File: src/rtl/bcd_scan_display.sv
// rtl/bcd_scan_display.sv - six-digit multiplexed BCD seven-segment display driver
//
// Purpose:
//   Scans six BCD digits onto a common-anode seven-segment display, one digit
//   per slot of SCAN_DIV clocks. New values are staged in a shadow register
//   and only move into the display register at a slot boundary, so a digit
//   never changes in the middle of its slot.
//
// Parameters:
//   SCAN_DIV  clock cycles per digit slot (2 .. 2**20)
//
// Ports:
//   CLK     in   1   system clock, rising edge
//   RST_N   in   1   asynchronous active-low reset
//   LOAD    in   1   capture BCD_IN this cycle
//   BCD_IN  in  24   six BCD digits, digit k on [4k+3:4k]
//   LOADED  out  1   high in the boundary cycle that commits a new value
//   AN      out  6   active-low one-hot digit enables (registered)
//   SEG     out  7   active-low segments {g,f,e,d,c,b,a} (registered)
//
// Configuration:
//   LZB_EN  when defined, digits above the most significant nonzero digit are
//           blanked (digit 0 is always shown; A..F counts as nonzero).

module bcd_scan_display #(
  parameter int unsigned SCAN_DIV = 50000
) (
  input  logic        CLK,
  input  logic        RST_N,
  input  logic        LOAD,
  input  logic [23:0] BCD_IN,
  output logic        LOADED,
  output logic [5:0]  AN,
  output logic [6:0]  SEG
);

  localparam int unsigned CW = (SCAN_DIV > 2) ? $clog2(SCAN_DIV) : 1;
  localparam logic [CW-1:0] CNT_LAST = CW'(SCAN_DIV - 1);

  logic [CW-1:0] cnt_q, cnt_d;
  logic [2:0]    idx_q, idx_d;
  logic [23:0]   disp_q, disp_d;
  logic [23:0]   shadow_q, shadow_d;
  logic          pend_q, pend_d;
  logic [5:0]    an_q, an_d;
  logic [6:0]    seg_q, seg_d;

  logic          boundary;
  logic [3:0]    digit;
  logic [5:0]    zero_from;
  logic          blank;

  assign boundary = (cnt_q == CNT_LAST);

  // Combinational so that a LOAD on the boundary cycle reports in that cycle.
  assign LOADED = boundary & (LOAD | pend_q);

  always_comb begin
    cnt_d    = boundary ? '0 : cnt_q + CW'(1);
    idx_d    = idx_q;
    disp_d   = disp_q;
    shadow_d = shadow_q;
    pend_d   = pend_q;
    if (boundary) begin
      idx_d = (idx_q == 3'd5) ? 3'd0 : idx_q + 3'd1;
      // A same-cycle LOAD is the newest value and wins over a pending one.
      if (LOAD) begin
        disp_d = BCD_IN;
        pend_d = 1'b0;
      end else if (pend_q) begin
        disp_d = shadow_q;
        pend_d = 1'b0;
      end
    end else if (LOAD) begin
      shadow_d = BCD_IN;
      pend_d   = 1'b1;
    end
  end

  always_comb begin
    digit = 4'h0;
    case (idx_q)
      3'd0:    digit = disp_q[3:0];
      3'd1:    digit = disp_q[7:4];
      3'd2:    digit = disp_q[11:8];
      3'd3:    digit = disp_q[15:12];
      3'd4:    digit = disp_q[19:16];
      3'd5:    digit = disp_q[23:20];
      default: digit = 4'h0;
    endcase
  end

  // zero_from[k] is set when digit k and every digit above it are zero.
  always_comb begin
    zero_from[5] = (disp_q[23:20] == 4'h0);
    for (int k = 4; k >= 0; k--) begin
      zero_from[k] = (disp_q[4*k +: 4] == 4'h0) & zero_from[k+1];
    end
  end

`ifdef LZB_EN
  assign blank = (idx_q != 3'd0) && (idx_q <= 3'd5) && zero_from[idx_q];
`else
  assign blank = 1'b0;
  logic unused_zero;
  assign unused_zero = ^zero_from;
`endif

  always_comb begin
    seg_d = 7'h3F;
    case (digit)
      4'h0:    seg_d = 7'h40;
      4'h1:    seg_d = 7'h79;
      4'h2:    seg_d = 7'h24;
      4'h3:    seg_d = 7'h30;
      4'h4:    seg_d = 7'h19;
      4'h5:    seg_d = 7'h12;
      4'h6:    seg_d = 7'h02;
      4'h7:    seg_d = 7'h78;
      4'h8:    seg_d = 7'h00;
      4'h9:    seg_d = 7'h10;
      default: seg_d = 7'h3F;
    endcase
    an_d = ~(6'b000001 << idx_q);
    if (blank) begin
      seg_d = 7'h7F;
      an_d  = 6'h3F;
    end
  end

  always_ff @(posedge CLK or negedge RST_N) begin
    if (!RST_N) begin
      cnt_q    <= '0;
      idx_q    <= 3'd0;
      disp_q   <= 24'h0;
      shadow_q <= 24'h0;
      pend_q   <= 1'b0;
      an_q     <= 6'h3F;
      seg_q    <= 7'h7F;
    end else begin
      cnt_q    <= cnt_d;
      idx_q    <= idx_d;
      disp_q   <= disp_d;
      shadow_q <= shadow_d;
      pend_q   <= pend_d;
      an_q     <= an_d;
      seg_q    <= seg_d;
    end
  end

  assign AN  = an_q;
  assign SEG = seg_q;

endmodule

File: config.mk
export PLATFORM = sky130hd
export DESIGN_NAME = bcd_scan_display
export DESIGN_NICKNAME = d
export VERILOG_FILES = /design/src/rtl/bcd_scan_display.sv
export SDC_FILE = /design/constraint.sdc
export NUM_CORES = 1
export LEC_CHECK = 0
export ABC_CLOCK_PERIOD_IN_PS = 3120
export CAP_MARGIN = 10
export CORE_UTILIZATION = 40
export DETAILED_ROUTE_END_ITERATION = 6
export GPL_ROUTABILITY_DRIVEN = 0
export GPL_TIMING_DRIVEN = 0
export SLEW_MARGIN = 20
export SYNTH_ARGS = -nofsm -noshare
export SYNTH_HDL_FRONTEND = slang
export SYNTH_SLANG_ARGS = --single-unit
File: constraint.sdc
create_clock -name CLK -period 3.12 [get_ports CLK]
set_input_delay 0.468 -clock CLK [delete_from_list [all_inputs] [get_ports CLK]]
set_output_delay 0.468 -clock CLK [all_outputs]
set_load 0.05 [all_outputs]
After elaboration in Yosys (flattened, before gate mapping)
Memory sizes are Yosys's and may differ from the RTL's. A register that Yosys moved wholly into a read port is not among the register bits.
Cells that the tools add are included.

operators by class
  $lt $le $gt $ge = 0
  divide/modulo/power cells = 0
  equality and inequality tests = 6
  bitwise logic cells = 4
  muxes and demuxes = 7
  multiply operators = 0
  reductions and logical operators = 6
  add/subtract/negate cells = 2
  shifts and indexed selects = 1

operator list
  kind                                                 count
  2-to-1 mux 24 bit                                    2
  one-hot mux 4 bit (6 select lines)                   1
  adder 16 x 1 -> 16 bit, second input constant        1
  equality test 16 bit, second input constant          1
  2-to-1 mux 16 bit                                    1
  equality test 3 x 2 -> 1 bit, second input constant  2
  equality test 3 bit, second input constant           2
  inverter 6 bit                                       1
  << shifter 1 x 3 -> 6 bit, first input constant      1
  AND reduction 2 bit                                  2
  nonzero test 2 bit                                   2
  adder 3 x 1 -> 3 bit, second input constant          1
  equality test 3 x 1 -> 1 bit, second input constant  1
  logical NOT 3 bit                                    1
  2-to-1 mux 3 bit                                     1
  2-to-1 mux 1 bit                                     2
  bitwise AND 1 bit                                    1
  logical NOT 1 bit                                    1
  inverter 1 bit                                       1
  OR 1 bit                                             1

word-level totals
  input port bits = 27
  output and inout port bits = 14
  latch bits = 0
  ROM bits = 112
  word-level logic and storage cells = 33
  bits in writable memories = 0
  memories kept = 1
  flip-flop bits (word level) = 74

memories
  name             depth  width  rd ports  clocked after Yosys merged registers in  wr ports  line  text
  (no name shown)  16     7      1         1                                        0         111   case (digit)

Depth between registers and ports, before layout
  depth after elaboration = 3
  depth in mapped cells = 10
  gate-level depth less buffers = 9

Least setup slack after synthesis
No wires, ideal clock.

  kind = register to output
  start = reg cnt_q[7]
  end = out LOADED
  setup slack = 551 ps
  arrival time = 2101 ps
  cell stages (with the launch flop) = 7
  data required time = 2652 ps
  path buffers = 2
  cells stage by stage = dfrtp_1 -> or3_1 -> or4_4 -> or2_1 -> buf_6 -> buf_6 -> inv_1

between the ends
  word-level cells in the longest chain between the ends = 2

RTL lines
  element                 line  text
  start, declared         40    logic [CW-1:0] cnt_q, cnt_d;
  start signal, assigned  141   cnt_q <= cnt_d;
  equality test 16 bit    53    assign boundary = (cnt_q == CNT_LAST);
  bitwise AND 1 bit       56    assign LOADED = boundary & (LOAD | pend_q);
  end, declared           32    output logic LOADED,

No other way between the ends.

Worst setup path in the final report
Same ends and word-level chain as after synthesis.

==> impl_metrics.ini <==
[detailed_routing]
drt_iter0_markers = 105
drc_errors = 0
viasPerCell = 5.054
ant_nets = 0
first_pass_iters = 5
num_vias = 2320
wl_um = 7052
wire_per_inst_um = 15.36

[clock_network]
clk_pin_slew_ns = 0.08
cts_sinks = 81
htreeDepth = 3
cts_tree = done
clkLatencyLatePin_ns = 0.35
clock-root-buffer = clkbuf_8
clk_path_buf_depth = 2
cts_buffers = 9

[grt]
grt_pass1_vias = 2437
grt_util_all_layers = 0.1629
grt_pass1_wl_um = 12230
grt_max_degree = 51
grt_overflow = 0
grt_antenna_before_repair = 0

[setup_path]
timing.rr.end = SEG[5]
path_common_cell = buf_6
path_delay_family = simple AND/OR/NAND/NOR gates
endpoint_kind = output pin
cp.depth = 7
ff2ff_path_depth = 8
slowest_delay_ns = 0.53
r2r_setup_slack_ns = 0.58
crit_type = register to output pin
critical_path_required_ns = 2.65
worstPathCellList = or3_1 -> or4_4 -> or2_1 -> buf_6 -> buf_6 -> inv_1 -> buf_4
cp_max_fo = 10
slowest_stage = or4_4
critPathLaunchType = register
crit_arrival_ns = 2.53
critPathBufInv = 4
rr_startpoint = idx_q[2]

[yosys]
synthCells = 291
synth_top_cell_by_area = dfrtp_1
synth_area_leaders = dfrtp_1 45%, mux2_2 15%, dfstp_2 9.0%
yosys.cell_count.top_type = dfrtp_1
syn_area_per_cell_um2 = 13.05
synth_common_cells = 68 x dfrtp_1, 52 x mux2_2, 19 x nor2_1
yosys_most_used_dff = dfrtp_1
syn_nets = 325
synth_seq_area_share = 0.5382
ys_warn_count = 0
synth_cell_types = 42
synth-seq-cells = 81
synth_edf_count = 0
postSynth.asyncResetShare = 1.000
syn_area_um2 = 3796
synth_top_cell_area_share = 0.4483

[final_layout]
multi_input_area_um2 = 1637
ff_latch_area_um2 = 2043
syn_to_final_growth_pct = 20.80
layout-drive-gt1-share = 0.3305
utilization = 0.4986
nFillCells = 828
post-route-cell-area_um2 = 4586
fin_nets = 377
diodes = 0

[timing]
finalCritPeriodShare = 0.9598
hold_violations = 0
hold_ws_ns = 0.05266
slew_headroom = 0.4944
finalSetupViolations = 0
slew_viol_final = 0
period_needed_ns = 2.995
clock.fmax_ghz = 0.3339
clock-skew-final_ns = 0.006063
worst_slew_pin_slew_ns = 0.7515

[power_and_ir_drop]
p_leak_nw = 2.052
ir_drop_mv = 0.1980
p_per_area_nw_per_um2 = 479.4

[floorplan]
fp.dieH_um = 99.42
dieArea_um2 = 9884
core_area_um2 = 9196
start_util = 0.4128
die_w_um = 99.42
io_pins = 41
num_rows = 35

[status]
outcome = finished clean

[min_path]
holdCritPathClass = primary input to async pin

[job]
max_cap_violations = 0

[place]
placed_area_um2 = 4350
port_buffers = 39
dp_hpwl_um = 4979
[how the worst max path moves through the flow]
| stage | to | start | slack [ns] |
|---|---|---|---|
| after floorplan | LOADED | cnt_q[7] | 0.55 |
| after global placement | shadow_q[0] | RST_N | -1.32 |
| after detailed placement | LOADED | cnt_q[0] | -0.15 |
| after CTS | LOADED | cnt_q[0] | 0.05 |
| after global routing | LOADED | cnt_q[4] | -0.02 |
| final | LOADED | cnt_q[7] | 0.13 |
[state kept, by name, summed over array words and instances (netlist names)]
register / flops
SEG: 7
cnt_q: 16
disp_q: 24
AN: 6
shadow_q: 24
pend_q: 1
idx_q: 3
[power breakdown]
part,leakage [nW],switching (W),internal [W]
logic,0.948,0.000105,0.000123
clock network,0.110,0.000375,0.000467
registers,0.994,0.0000224,0.00111
total,2.05,0.000503,0.00170
[cells in the final DEF (no fill, tap or decap), drive strengths merged, types with 3 or more instances in the layout]
cell type / instances
mux2: 69
dfrtp: 68
clkdlybuf4s50: 37
nor2: 19
clkbuf: 17
inv: 16
dfstp: 13
nand2: 10
mux2i: 10
buf: 9
xnor2: 8
xor2: 7
ha: 7
or2: 5
nand3: 5
o22ai: 4
or3: 3
nand4: 3
nor3: 3
o21ai: 3
a21oi: 3
clkinv: 3
[through the flow]
step                      TNS [ns]  power, W  cells  worst slack, ns
after floorplan                  0  0.001280    291           0.5513
after global placement      -94.18  0.001371    441           -1.319
after detailed placement   -0.1491  0.001381    442          -0.1491
after CTS                        0  0.002233    458          0.04913
after global routing      -0.01709  0.002287    459         -0.01709
final                            0  0.002198    459           0.1254
[cell type report]
cell class              instances  share of cell area
clock inverters                 6             0.01774
plain buffers                  12             0.01528
well taps                     111             0.03029
clock buffers                  10             0.03001
repair buffers                 41             0.09113
flip-flops and latches         81              0.4456
inverters                      16             0.01310
multi-input cells             182              0.3569
[cells by family after synthesis]
family / synth area share
AOI/OAI and AO/OA: 0.03329
xor gates and xnor gates: 0.03461
muxes: 0.2538
buffers and inverters: 0.03428
DFF: 0.5382
and+or+nand+nor: 0.08273
adders and majority gates: 0.02307
[routing by layer]
| layer | vias up | track usage | wire length [um] |
|---|---|---|---|
| li1 | 1118 | - | - |
| met1 | 1156 | 0.2152 | 3259 |
| met2 | 36 | 0.2585 | 3425 |
| met3 | 10 | 0.04568 | 267 |
| met4 | 0 | 0.05543 | 99 |
| met5 | - | 0 | 0 |
[what timing repair did]
item / 4_1_cts / 5_1_grt
setup endpoints to repair: 1 / 1
gates resized for setup: 6 / 3
hold buffers: 0 / 0
buffers inserted: 0 / 0
pin swaps: 0 / 0
endpoints found under the hold margin: 0 / 0
Power figures use the tool's default switching activity.
